<file path="src/rtl/fechadura_pkg.sv">
// Shared types and defaults for the pulse stretcher and its cycle counter.
package fechadura_pkg;

    // Sequencer states, 2-bit encoded.
    typedef enum logic [1:0] {
        IDLE = 2'd0,
        ON   = 2'd1,
        OFF  = 2'd2,
        FIM  = 2'd3
    } estado_stretch_t;

    // Default timing: ON/OFF lengths in clk cycles, repetitions per trigger.
    localparam int T_ON_DEF  = 5000;
    localparam int T_OFF_DEF = 2500;
    localparam int N_REP_DEF = 3;

    // Counter and repetition widths; both cover the largest legal parameter.
    localparam int CONT_W = 13;
    localparam int REP_W  = 4;

endpackage

</file>
<file path="src/rtl/contador_tempo.sv">
// 13-bit phase cycle counter with clear/enable and a terminal-match flag.
// fim is high while the count equals limite, so the owner can change phase
// on the same edge that would otherwise take the count past the limit.
module contador_tempo
    import fechadura_pkg::*;
(
    input  logic              clk,
    input  logic              rst,
    input  logic              clr,
    input  logic              en,
    input  logic [CONT_W-1:0] limite,
    output logic              fim
);

    logic [CONT_W-1:0] cont;

    // Count up while enabled; clear has priority over enable.
    always_ff @(posedge clk) begin
        // NOTE: sequential state uses non-blocking assignments so every register samples pre-edge values.
        if (rst) begin
            cont <= '0;
        end else if (clr) begin
            cont <= '0;
        end else if (en) begin
            cont <= cont + 1'b1;
        end
    end

    assign fim = (cont == limite);

endmodule

</file>
<file path="src/rtl/pulse_stretcher.sv">
// Stretches a one-cycle trigger into N_REP bursts of T_ON high cycles
// separated by T_OFF low cycles, then pulses done for one cycle.
// Optional build macro: PULSE_STRETCHER_RETRIGGER_EN -- when defined, a new
// trigger during ON or OFF restarts the sequence from the first ON cycle.
// A trigger is accepted only once per assertion of pulso_in: the input must
// drop low before it can start (or restart) another sequence.
module pulse_stretcher
    import fechadura_pkg::*;
#(
    parameter int T_ON  = T_ON_DEF,
    parameter int T_OFF = T_OFF_DEF,
    parameter int N_REP = N_REP_DEF
) (
    input  logic clk,
    input  logic rst,
    input  logic pulso_in,
    output logic saida,
    output logic busy,
    output logic done
);

    // Terminal counts: a phase ends on the cycle the counter reaches length-1.
    localparam logic [CONT_W-1:0] T_ON_LIM  = CONT_W'(T_ON - 1);
    localparam logic [CONT_W-1:0] T_OFF_LIM = CONT_W'(T_OFF - 1);
    localparam logic [REP_W-1:0]  REP_LAST  = REP_W'(N_REP - 1);

    estado_stretch_t   state;
    logic [REP_W-1:0]  rep;
    logic              armed;
    logic              aceita;
    logic              fim_fase;
    logic              cont_clr;
    logic              cont_en;
    logic [CONT_W-1:0] limite;

`ifdef PULSE_STRETCHER_RETRIGGER_EN
    // Trigger accepted in IDLE, ON and OFF; FIM always completes.
    assign aceita = pulso_in && armed && (state != FIM);
`else
    // Trigger accepted only in IDLE.
    assign aceita = pulso_in && armed && (state == IDLE);
`endif

    // Counter runs only in ON/OFF and restarts at every phase boundary.
    assign cont_en  = (state == ON) || (state == OFF);
    assign cont_clr = (state == IDLE) || (state == FIM) || fim_fase || aceita;
    assign limite   = (state == OFF) ? T_OFF_LIM : T_ON_LIM;

    contador_tempo u_contador (
        .clk    (clk),
        .rst    (rst),
        .clr    (cont_clr),
        .en     (cont_en),
        .limite (limite),
        .fim    (fim_fase)
    );

    // Sequencer FSM plus repetition count and trigger re-arm tracking.
    always_ff @(posedge clk) begin
        if (rst) begin
            state <= IDLE;
            rep   <= '0;
            armed <= 1'b1;
        end else begin
            if (aceita) begin
                armed <= 1'b0;
            end else if (!pulso_in) begin
                armed <= 1'b1;
            end

            case (state)
                IDLE: begin
                    if (aceita) begin
                        state <= ON;
                        rep   <= '0;
                    end
                end
                ON: begin
                    if (aceita) begin
                        state <= ON;
                        rep   <= '0;
                    end else if (fim_fase) begin
                        state <= OFF;
                    end
                end
                OFF: begin
                    if (aceita) begin
                        state <= ON;
                        rep   <= '0;
                    end else if (fim_fase) begin
                        if (rep != REP_LAST) begin
                            state <= ON;
                            rep   <= rep + 1'b1;
                        end else begin
                            state <= FIM;
                        end
                    end
                end
                FIM: begin
                    state <= IDLE;
                end
                default: begin
                    state <= IDLE;
                end
            endcase
        end
    end

    // Moore outputs decoded from the state register.
    assign saida = (state == ON);
    assign busy  = (state != IDLE);
    assign done  = (state == FIM);

endmodule

</file>
<file path="config.mk">
export PLATFORM = sky130hd
export DESIGN_NAME = pulse_stretcher
export DESIGN_NICKNAME = d
export VERILOG_FILES = /design/src/rtl/fechadura_pkg.sv /design/src/rtl/contador_tempo.sv /design/src/rtl/pulse_stretcher.sv
export SDC_FILE = /design/constraint.sdc
export NUM_CORES = 1
export LEC_CHECK = 0
export CORE_UTILIZATION = 60
export CTS_BUF_LIST = sky130_fd_sc_hd__clkbuf_8
export CTS_CLUSTER_DIAMETER = 50
export DETAILED_ROUTE_END_ITERATION = 8
export HOLD_SLACK_MARGIN = 0.05
export PLACE_DENSITY_LB_ADDON = 0.12
export SLEW_MARGIN = 5
export SYNTH_ARGS = -nofsm -noshare
export SYNTH_HDL_FRONTEND = slang
export SYNTH_SLANG_ARGS = --single-unit
</file>
<file path="constraint.sdc">
create_clock -name clk -period 2.49 [get_ports clk]
set_clock_uncertainty 0.05 [all_clocks]
set_input_delay 0.498 -clock clk [delete_from_list [all_inputs] [get_ports clk]]
set_output_delay 0.498 -clock clk [all_outputs]
set_load 0.02 [all_outputs]
</file>
# Word-level counts from Yosys, hierarchy flattened
# Cells that the tools add are included.
# word_totals
word_cells	45
mem_bits_rw	0
out_inout_bits	3
ff_bits	20
latch_bits	0
memories	0
inputBits	3
mem_bits_ro	0
# op_classes
n_eq_ne	11
n_lt_le_gt_ge	0
n_addsub	2
div	0
reduce_logical	13
bitwise	0
shift	0
muxes	15
multipliers	0
# op_table
operator	n
two-way mux 4 bit	4
adder 13 x 1 -> 13 bit, second input constant	1
equality test 13 bit	1
two-way mux 13 bit	1
two-way mux 2 bit	6
one-hot mux 2 bit (4 select lines)	1
one-hot mux 4 bit (2 select lines)	1
adder 4 x 1 -> 4 bit, second input constant	1
equality test 2 bit, second input constant	2
logical OR 1 bit	4
!= test 2 x 1 -> 1 bit, second input constant	2
!= test 4 x 2 -> 1 bit, second input constant	1
AND reduction 4 bit	1
nonzero test 2 bit	2
OR reduction 2 bit	2
!= test 3 x 1 -> 1 bit, second input constant	1
!= test 3 x 2 -> 1 bit, second input constant	1
!= test 3 bit, second input constant	1
AND reduction 3 bit	1
equality test 2 x 1 -> 1 bit, second input constant	1
logical AND 1 bit	2
logical NOT 2 bit	1
two-way mux 1 bit	2
!= test 2 bit, second input constant	1

# Logic depth before layout (Yosys ltp)
# logic_depth
word_depth	6
depth_mapped	9
ltp_nobuf	7

# Cells and area by module
# A second synthesis with hierarchy kept.
# unflattened
hier_cells	145
area_unflattened_um2	1257.5
# modules_own_cells
module	cells_per_inst	seq_area_each_um2	area_per_inst_um2	instances
contador_tempo	82	260.2	744.5	1
pulse_stretcher	63	140.1	513.0	1

# Worst setup path after synthesis
# Ideal clock, no wire load.
# synth_path
path_type	register to register
startpoint	register state[0]
endpoint	register rep[3]
n_path_buf	1
stages_incl_launch_ff	9
synth_period_minus_slack_ns	2.174
arrival_time_ns	2.054
t_required_ns	2.370
setup_time_ns	0.070
path_slack_ns	0.316
path_cell_list	dfxtp_1 -> inv_1 -> ha_1 -> buf_6 -> nand4bb_1 -> a211oi_4 -> nand4_1 -> or4_1 -> a21oi_1
# synth_via
elab_chain_len	5
elab_cells_between_ends	14
cone_classes	6 x eq/ne; 3 x mux; 5 x reduce/logical
# synth_lines
element	line	text
from (decl)	pulse_stretcher.sv:27	estado_stretch_t state;
from (signal assigned)	pulse_stretcher.sv:61	state <= IDLE;
from (signal assigned)	pulse_stretcher.sv:74	state <= ON;
from (signal assigned)	pulse_stretcher.sv:80	state <= ON;
equality test 2 bit	pulse_stretcher.sv:47, pulse_stretcher.sv:71	
two-way mux 13 bit	pulse_stretcher.sv:47	assign limite = (state == OFF) ? T_OFF_LIM : T_ON_LIM;
equality test 13 bit	contador_tempo.sv:29	assign fim = (cont == limite);
!= test 3 bit (no source line)	n/a	
AND reduction 4 bit (no source line)	n/a	
to (signal assigned)	pulse_stretcher.sv:93	rep <= rep + 1'b1;
to (decl)	pulse_stretcher.sv:28	logic [REP_W-1:0] rep;
# Several ways; a longest one is shown, not always the timed one.
# A chain may end at the register's enable or synchronous reset.

# Worst setup path after layout
# Ends and elaborated chain as after synthesis.

==> results.ini <==
[run_status]
outcome = finished clean

[yosys]
synthArstFlopShare_pct = 0
synth-edff-count = 0
syn_nets = 140
synth.avg_cell_area_um2 = 8.75
synth_top_family_by_area = simple AND/OR/NAND/NOR gates
yosysMostFrequentCell = dfxtp_1
synthTopCellsByCount = dfxtp_1 (20), nor2_1 (18), nand2_1 (13), ha_1 (9), xor2_1 (9)
syn-cell-area_um2 = 1120
synthDistinctLibCells = 34
synth_compound_area_share_pct = 13.5
synth-simple-area-share_pct = 25.9
ys_seq_area_share_pct = 35.8
ys_warn_count = 0
synth_area_leaders = dfxtp_1 (36%), ha_1 (10%), xor2_1 (7.0%)
yosys.area.top_type = dfxtp_1
synth_fa_ha_area_share_pct = 10.1
synthMuxAreaShare_pct = 1.79
synth_cells = 128
synth_xor_area_share_pct = 8.60
synth_flop_cell = dfxtp_1
synth_top_area_share_pct = 35.8
synth_seq_cells = 20

[cts]
cts_root_buf = clkbuf_8
clock_latency_ps = 260
postCtsHoldBufs = 0
cts_tree = yes
clock-sinks = 20
cts.repair.resized = 0
cts_buffers = 3
cts.clk_slew.worst_paths_ps = 80
h-tree-depth = 1
cts_setup_buffers = 0
cts.path.max_buffers = 2

[worst_setup_path]
cp_max_fo = 8
critPathLaunchType = flop
crit_arrival_ps = 2510
crit_path_cell_trace = inv_1 > ha_1 > nand4bb_1 > a211oi_4 > nand4_1 > or4_1 > a21oi_1
crit_path_start = state[0]
cpPeakStageDelay_ps = 480
cp_slowest_cell = or4_1
r2r_start = state[0]
path_class = flop to flop
crit_path_end_kind = flop
worstPathRequired_ps = 2630
path_buf_inv = 1
cp_top_family = simple AND/OR/NAND/NOR gates

[power]
leakage_nw = 0.441
power_density_nw_per_um2 = 774
vdd_ir_drop_max_mv = 0.521
power_mw = 0.971

[floorplanning]
start_util_pct = 64.2
die_area_um2 = 2040
ios = 6
fp-row-count = 15
dieHeight_um = 45.2
core_area_um2 = 1750
fp.dieW_um = 45.2

[flow_run]
timing.max_cap.violations = 0

[placed_design]
placed_area_um2 = 1180
routabilityCongestion = 0.881
numPortBuffers = 5
dp_hpwl_mm = 1.51
dp_cells = 156

[min_path]
min_from = u_contador.cont[0]
hold_class = flop to flop

[route]
drc = 0
final_antenna_net_count = 0
wire_per_inst_um = 13.0
num_vias = 898
totalWireLength_mm = 2.07
dr.pass1.iters = 4
drt-initial-drc-count = 15
via_per_inst = 5.61

[sta]
fmax_mhz = 422
period_share_pct = 95.2
fin_crit_ps = 2370
tns_ps = 0
setup_violations = 0
hold_viol = 0
tightestPinTransition_ps = 349
rsz0062_at_grt = false
slew_headroom_pct = 76.1
slew_viol_final = 0

[grt]
grt_usage_pct = 24.1
grt_max_degree = 14
gr-total-overflow = 0
antenna_found_initial = 0
grt_pass1_wl_mm = 3.55
grt_pass1_vias = 813

[layout]
fin_area_um2 = 1250
num-fill-cells = 139
area_delta_synth_final_pct = 12.0
final_util_pct = 71.8
fin_nets = 148
drive_gt1_share_pct = 5.19
multi_input_area_um2 = 671
fin_cells = 160
n_antenna_cell = 0
seq_area_um2 = 400

path summary, 6_finish.rpt:
| path | cells past startpoint | slack (ps) | endpoint |
|---|---|---|---|
| setup / recovery | 7 | 120 | rep[3] |
| hold / removal | 1 | 390 | u_contador.cont[0] |
| hold reg to reg | 1 | 390 | u_contador.cont[0] |
| setup reg to reg | 7 | 120 | rep[3] |
kinds of logic after synthesis:
family | Yosys count
AOI/OAI and AO/OA | 21
and+or+nand+nor | 56
xor gates and xnor gates | 11
DFF | 20
buffers and inverters | 9
muxes | 2
adders and majority gates | 9
routing by layer:
layer  GRT usage (%)  up-vias  part of all wire, %
li1                -      464                    -
met1            28.5      409                   46
met2            42.6       21                   49
met3            7.60        4                  3.4
met4            4.85        0                  1.2
met5               0        -                    0
state kept, by name (all words and copies together) (netlist names):
register / count
armed: 1
state: 2
u_contador.cont: 13
rep: 4
power by group:
| group | internal [mW] | switching (mW) | leakage [nW] | total, mW |
|---|---|---|---|---|
| logic | 0.111 | 0.184 | 0.244 | 0.295 |
| registers | 0.336 | 0.0145 | 0.162 | 0.351 |
| clock network | 0.215 | 0.110 | 0.0357 | 0.325 |
| total | 0.662 | 0.309 | 0.441 | 0.971 |
cells in the final DEF (no fill, tap or decap), types with 2 or more instances in the layout:
cell / instances
a211oi_1: 2
a21oi_1: 4
a31oi_1: 3
and2_1: 2
and4_1: 2
clkbuf_8: 3
clkdlybuf4s50_1: 5
dfxtp_1: 20
ha_1: 9
inv_1: 6
mux2i_1: 2
nand2_1: 13
nand2b_1: 3
nand3_1: 5
nand4_1: 4
nand4bb_1: 2
nor2_1: 18
o21ai_0: 5
or4_1: 2
xnor2_1: 2
xor2_1: 9
metrics by stage:
step / worst slack, ps / hold slack (ps)
6_report: 119 / 393
3_3_place_gp: 245 / 375
5_1_grt: 11.8 / 419
3_5_place_dp: 139 / 385
4_1_cts: 127 / 399
2_1_floorplan: 316 / 363
layout make-up:
type                       count  share of cell area (%)
clock inverter                 1                    2.40
clock buffer                   3                    3.29
sequential                    20                    31.9
timing repair buffer           6                    4.59
tap                           25                    2.50
multi-input combinational     99                    53.5
inverter                       6                    1.80
(Power assumes the default switching activity.)
